## src/rtl/servo_pkg.sv

```systemverilog
// Shared constants and state encoding for the servo slew scheduler and servo bank.
package servo_pkg;

    localparam int NUM_SERVOS = 24;
    localparam int SEL_W      = 5;
    localparam int POS_W      = 16;

    // state    | meaning
    // ST_IDLE  | waiting for frame wrap, host writes accepted
    // ST_SWEEP | one channel per cycle slewed toward its target
    typedef enum logic {
        ST_IDLE  = 1'b0,
        ST_SWEEP = 1'b1
    } state_t;

endpackage

```

## src/rtl/servo_slew_step.sv

```systemverilog
// Combinational slew step: moves current toward target by at most step_q.
// Positions are signed two's complement; the difference is formed one bit
// wider so the full -32768..32767 range never overflows.
module servo_slew_step
#(
    parameter int POS_W = servo_pkg::POS_W
) (
    input  logic [POS_W-1:0] i_current,
    input  logic [POS_W-1:0] i_target,
    input  logic [POS_W-1:0] i_step_q,
    output logic [POS_W-1:0] o_next,
    output logic             o_changed
);
    import servo_pkg::*;

    // Plain bit vectors: add/sub are identical for signed and unsigned,
    // only the top bit of the widened difference is read as a sign.
    logic [POS_W:0] w_cur_ext;
    logic [POS_W:0] w_tgt_ext;
    logic [POS_W:0] w_step_ext;
    logic [POS_W:0] w_diff;
    logic [POS_W:0] w_abs;
    logic [POS_W:0] w_moved;
    logic           w_neg;

    assign w_cur_ext  = {i_current[POS_W-1], i_current};
    assign w_tgt_ext  = {i_target[POS_W-1], i_target};
    assign w_step_ext = {1'b0, i_step_q};
    assign w_diff     = w_tgt_ext - w_cur_ext;
    assign w_neg      = w_diff[POS_W];
    assign w_abs      = w_neg ? (~w_diff + 1'b1) : w_diff;
    assign w_moved    = w_neg ? (w_cur_ext - w_step_ext) : (w_cur_ext + w_step_ext);

    // Land exactly on target when within one step, otherwise take a full step.
    // A full step never passes the target, so the narrowed result stays in range.
    always_comb begin
        o_next = i_target;
        if (w_abs > w_step_ext) begin
            o_next = w_moved[POS_W-1:0];
        end
        o_changed = (o_next != i_current);
    end

endmodule

```

## src/rtl/servo_slew_scheduler.sv

```systemverilog
// Per-frame slew scheduler in front of the servo bank. Host writes set the
// per-channel targets; once per frame every channel is stepped toward its
// target and a command is issued for each channel that moved. Snap writes
// jump straight to the target and emit one command the following cycle.
module servo_slew_scheduler
#(
    parameter int NUM_SERVOS   = servo_pkg::NUM_SERVOS,
    parameter int SEL_W        = servo_pkg::SEL_W,
    parameter int POS_W        = servo_pkg::POS_W,
    parameter int FRAME_CYCLES = 1000000
) (
    input  logic                  i_clk,
    input  logic                  i_rst,
    input  logic [SEL_W-1:0]      i_wr_select,
    input  logic [POS_W-1:0]      i_wr_position,
    input  logic                  i_wr_snap,
    input  logic                  i_wr_valid,
    output logic                  o_wr_ready,
    output logic                  o_wr_err,
    input  logic [POS_W-1:0]      i_step,
    output logic [SEL_W-1:0]      o_select,
    output logic [POS_W-1:0]      o_position,
    output logic                  o_out_valid,
    output logic                  o_busy,
    output logic [NUM_SERVOS-1:0] o_at_target
);
    import servo_pkg::*;

    localparam int               CNT_W    = $clog2(FRAME_CYCLES);
    localparam logic [CNT_W-1:0] CNT_LAST = CNT_W'(FRAME_CYCLES - 1);
    localparam logic [SEL_W-1:0] IDX_LAST = SEL_W'(NUM_SERVOS - 1);

    state_t                r_state;
    state_t                w_state_nxt;
    logic [CNT_W-1:0]      r_frame_cnt;
    logic [SEL_W-1:0]      r_idx;
    logic [POS_W-1:0]      r_step_q;
    logic [POS_W-1:0]      r_target  [NUM_SERVOS];
    logic [POS_W-1:0]      r_current [NUM_SERVOS];
    logic                  r_out_valid;
    logic [SEL_W-1:0]      r_select;
    logic [POS_W-1:0]      r_position;
    logic                  r_wr_err;
    logic [NUM_SERVOS-1:0] r_at_target;

    logic                  w_wrap;
    logic                  w_wr_accept;
    logic                  w_sel_ok;
    logic                  w_snap_emit;
    logic                  w_sweep_write;
    logic [POS_W-1:0]      w_cur;
    logic [POS_W-1:0]      w_tgt;
    logic [POS_W-1:0]      w_next;
    logic                  w_changed;

    assign w_wrap      = (r_frame_cnt == CNT_LAST);
    assign o_wr_ready  = i_rst && (r_state == ST_IDLE);
    assign o_busy      = (r_state == ST_SWEEP);
    assign w_wr_accept = i_wr_valid && o_wr_ready;
    assign w_sel_ok    = (int'(i_wr_select) < NUM_SERVOS);
    assign w_snap_emit = w_wr_accept && w_sel_ok && i_wr_snap;

    // Sweep reads one channel per cycle; r_idx stays below NUM_SERVOS while sweeping.
    assign w_cur = r_current[r_idx];
    assign w_tgt = r_target[r_idx];

    servo_slew_step #(
        .POS_W (POS_W)
    ) u_step (
        .i_current (w_cur),
        .i_target  (w_tgt),
        .i_step_q  (r_step_q),
        .o_next    (w_next),
        .o_changed (w_changed)
    );

    assign w_sweep_write = (r_state == ST_SWEEP) && w_changed;

    // State register.
    always_ff @(posedge i_clk) begin
        if (!i_rst) begin
            r_state <= ST_IDLE;
        end else begin
            r_state <= w_state_nxt;
        end
    end

    // Next state: start a sweep on frame wrap, finish after the last channel.
    always_comb begin
        w_state_nxt = r_state;
        case (r_state)
            ST_IDLE:  if (w_wrap) w_state_nxt = ST_SWEEP;
            ST_SWEEP: if (r_idx == IDX_LAST) w_state_nxt = ST_IDLE;
        endcase
    end

    // Free-running frame counter, independent of the sweep state.
    always_ff @(posedge i_clk) begin
        if (!i_rst) begin
            r_frame_cnt <= '0;
        end else if (w_wrap) begin
            r_frame_cnt <= '0;
        end else begin
            r_frame_cnt <= r_frame_cnt + 1'b1;
        end
    end

    // Channel index and step latch; step is frozen for the whole sweep.
    always_ff @(posedge i_clk) begin
        if (!i_rst) begin
            r_idx    <= '0;
            r_step_q <= '0;
        end else if (w_wrap) begin
            r_idx    <= '0;
            r_step_q <= i_step;
        end else if (r_state == ST_SWEEP) begin
            r_idx <= r_idx + 1'b1;
        end
    end

    // Target/current tables. Host writes only land in IDLE and sweep updates
    // only in SWEEP, so the two write paths never collide.
    always_ff @(posedge i_clk) begin
        if (!i_rst) begin
            for (int i = 0; i < NUM_SERVOS; i++) begin
                r_target[i]  <= '0;
                r_current[i] <= '0;
            end
        end else begin
            if (w_wr_accept && w_sel_ok) begin
                r_target[i_wr_select] <= i_wr_position;
                if (i_wr_snap) begin
                    r_current[i_wr_select] <= i_wr_position;
                end
            end
            if (w_sweep_write) begin
                r_current[r_idx] <= w_next;
            end
        end
    end

    // Registered command port and write-error pulse.
    always_ff @(posedge i_clk) begin
        if (!i_rst) begin
            r_out_valid <= 1'b0;
            r_select    <= '0;
            r_position  <= '0;
            r_wr_err    <= 1'b0;
        end else begin
            r_out_valid <= 1'b0;
            r_wr_err    <= w_wr_accept && !w_sel_ok;
            if (w_snap_emit) begin
                r_out_valid <= 1'b1;
                r_select    <= i_wr_select;
                r_position  <= i_wr_position;
            end else if (w_sweep_write) begin
                r_out_valid <= 1'b1;
                r_select    <= r_idx;
                r_position  <= w_next;
            end
        end
    end

    // Per-channel settled flags, one cycle behind the tables.
    always_ff @(posedge i_clk) begin
        if (!i_rst) begin
            r_at_target <= '0;
        end else begin
            for (int i = 0; i < NUM_SERVOS; i++) begin
                r_at_target[i] <= (r_current[i] == r_target[i]);
            end
        end
    end

    assign o_out_valid = r_out_valid;
    assign o_select    = r_select;
    assign o_position  = r_position;
    assign o_wr_err    = r_wr_err;
    assign o_at_target = r_at_target;

endmodule
```

## config.mk

```make
export PLATFORM = sky130hd
export DESIGN_NAME = servo_slew_scheduler
export DESIGN_NICKNAME = d
export VERILOG_FILES = /design/src/rtl/servo_pkg.sv /design/src/rtl/servo_slew_step.sv /design/src/rtl/servo_slew_scheduler.sv
export SDC_FILE = /design/constraint.sdc
export NUM_CORES = 2
export LEC_CHECK = 0
export ABC_AREA = 1
export CAP_MARGIN = 20
export CORE_ASPECT_RATIO = 0.8
export CORE_UTILIZATION = 45
export DETAILED_ROUTE_END_ITERATION = 8
export GPL_TIMING_DRIVEN = 0
export SETUP_SLACK_MARGIN = 0.2
export SYNTH_ARGS = -nofsm -noshare
export SYNTH_HDL_FRONTEND = slang
export SYNTH_HIERARCHICAL = 1
export SYNTH_SLANG_ARGS = --single-unit
export TNS_END_PERCENT = 1
```

## constraint.sdc

```tcl
create_clock -name i_clk -period 9.28 [get_ports i_clk]
set_clock_uncertainty 0.05 [all_clocks]
set_input_delay 0.928 -clock i_clk [delete_from_list [all_inputs] [get_ports i_clk]]
set_output_delay 0.928 -clock i_clk [all_outputs]
set_load 0.02 [all_outputs]
```

==> impl_results.md <==
- Worst min path class: reg2reg
- Number of enable flip-flop cells after synthesis: 1024
- Max Cap Viol: 0
- Ports: 90
- Actual slew at the worst max-slew pin: between 1000 and 1500 ps
- Seq/Total Area, Yosys: 0.561
- Slowest-stage cell, CP: clkbuf_2
- Worst-path fanout max: 16
- Leak pwr: ~28 nW
- Critical Path Most Common Cell: nand2_1
- Achievable Freq: 113 MHz
- Hold-critical path depth: 1
- DRT iter0 DRCs: 7858
- Netlist Area Pre-Place: 58200 sq um
- Final min period: 8860 ps
- Crit Path Class: reg2reg
- Cell taking the most area after synthesis: edfxtp_1
- Data arrival, critical path: 9260 ps
- R2R depth: 49
- RSZ-0062 raised after global routing: yes
- Post-DR wirelength/cell: 29.2 microns
- Final setup fails: 0
- Die Span Y: 324 microns
- Drt via density: 5.75
- Max VDD drop: 0.000163 V
- Final Hold Fails: 0
- Vias in the first global route: 47362
- CP required: ~9700 ps
- Drt pass-1 iters: 9
- Initial antenna violation count: 15
- Outcome: completed
- YS warnings: 6
- Core area: 128000 sq um
- Clk pin slew, worst setup/hold paths: 60 ps
- Worst path depth: 49
- Final antenna-violating net count: 0
- Post-synth top area share: 0.529
- Largest net degree at the start of global routing: 18
- HPWL Detailed: 206000 microns
- H-tree levels: 3
- Die ar.: about 130000 sq um
- IO Port Bufs: 88
- Area after DPL: 62800 sq um
- Post-synth ARST share: 0
- Post-Layout Cell Count: 9095
- Setup ws final: between 400 and 500 ps
- Post-Syn Instances: between 6000 and 7000
- Mapped Avg Cell Area: 8.53 sq um
- Hold endpoint: r_frame_cnt[0]
- Power per cell area: 173 nW/um^2
- Die width: between 400 and 500 microns
- Layout cells sized above 1: 0.100
- Ys flop type: edfxtp_1
- Final wirelength: 265000 microns
- Num CTS Buffers: 116
- FILL cells: around 12000
- Total Routing Usage GR: 0.399
- Worst Setup Start Kind: flop
- Largest cells by area after synthesis: edfxtp_1, nand2_1, nand3_1
- Hold Slack: 397 ps
- Max Buffers Root-to-Sink: 3
- Global-route wire length before repair: 360000 microns
- Synth cell types: 47
- Crit-path leading delay family: simple AND/OR/NAND/NOR gates
- Worst reg2reg endpoint: r_current[22][2]
- Post-synthesis sequential element count: 1118
- Starting density of the core: 0.456
- Setup slack at placement: -2530 ps
- Count leader, synth: nand2_1
- Nets: 7358
- Row Count: 117
- Grt total ovfl: 0
- Buf+Inv Stages, Crit Path: 6
- Root Buffer: clkbuf_16
- Setup TNS: 0 ps
- Most frequent cells after synthesis: nand2_1, edfxtp_1, nor2_1
- Area growth from synthesis to layout: 17.8%
- Slew margin rel.: 0.156
- CTS tree: done
- CP Capture Type: flop
- DRC viols: 0
- Worst R2R Setup Slack: 420 ps
- Clk Latency, worst-skew pair: 800 ps
- Hold Crit Start: r_frame_cnt[0]
- Fin crit share: 0.955
- Placed cells: between 8000 and 9000
- Fin. max-slew vios: 0
- DR vias: 52253
- CP peak stage delay: between 500 and 600 ps
- Placer Congestion: 1.06
- CTS sink count: 1118
- Post-route cell area: between 60000 and 70000 sq um
==> per-stage QoR <==
step | total power (W) | utilization
final | 0.0118 | 0.537
after global routing | 0.0121 | 0.537
after CTS | 0.0118 | 0.532
after detailed placement | 0.00704 | 0.492
after global placement | 0.00699 | 0.483
after floorplan | 0.00649 | -
==> routing by layer <==
metal | part of all wire | GRT usage | wire length [microns] | vias to the layer above
met5 | 0.00017 | 0 | 45 | -
met1 | 0.41 | 0.564 | 110000 | 25298
met4 | 0.039 | 0.131 | 10400 | 8
li1 | - | - | - | 23308
met2 | 0.42 | 0.588 | 111000 | 3178
met3 | 0.13 | 0.116 | 33700 | 461
==> final cells by class <==
| cell class | instances | area (sq um) | area share |
|---|---|---|---|
| multi-input cells | 4947 | 23600 | 0.345 |
| repair buffers | 201 | 2460 | 0.0359 |
| plain buffers | 370 | 1910 | 0.0279 |
| diodes | 3 | 7.51 | 0.000110 |
| clock inverters | 66 | 678 | 0.00990 |
| flip-flops and latches | 1118 | 32600 | 0.476 |
| inverters | 510 | 1920 | 0.0281 |
| clock buffers | 155 | 3130 | 0.0457 |
| well taps | 1725 | 2160 | 0.0315 |
==> worst max path at each step <==
stage | start | to | slack [ps]
floorplan | flop | r_current[19][0] | 1440
global placement | flop | r_current[26][13] | -4020
finish | flop | r_current[22][2] | 420
global route | flop | r_current[21][2] | 150
detailed placement | flop | r_current[15][9] | -2530
CTS | flop | r_current[15][2] | 200
==> what timing repair did <==
item                        CTS  global route
pin swaps                    18            16
setup endpoints to repair  1046          1024
hold buffers                  0             0
setup buffers                32            13
gates resized for setup     281           241
gates cloned                  0             1
==> placed cells by master (no fill, tap or decap), drive strengths merged, types with 62 or more instances in the layout <==
cell type and count:
nand2 2102, nor2 1026, edfxtp 1024, nand3 950, inv 500, clkbuf 444, buf 194, xor2 154
conb 128, o21ai 120, dfxtp 94, clkdlybuf4s50 88, a21oi 76, o22ai 67, nor3 62, clkinv 62
==> cell families (layout without fill, tap and decap cells) <==
group / after synthesis / in the layout / synth area share
simple gates: 4237 / 4237 / 0.305
flops: 1118 / 1118 / 0.561
buf+inv: 880 / 1302 / 0.0583
compound gates: 350 / 350 / 0.0365
xor+xnor: 179 / 179 / 0.0270
fa+ha+maj: 53 / 53 / 0.0117
other cells: 1 / 131 / 0.0000645
==> flip-flops by register name, summed over array words and instances, names as in the netlist, named ones only <==
name         cells
o_select         5
r_current      512
o_out_valid      1
o_at_target     24
r_frame_cnt     20
r_idx            5
o_busy           1
r_target       512
r_step_q        16
o_position      16
o_wr_err         1
==> power by group <==
group / total [W] / switching (W) / leakage, nW / internal, W
sequential: 0.00584 / 0.000152 / 10.9 / 0.00569
clock: 0.00479 / 0.00216 / 1.85 / 0.00263
combinational: 0.00121 / 0.000872 / 15.6 / 0.000341
Power figures use the tool's default switching activity.
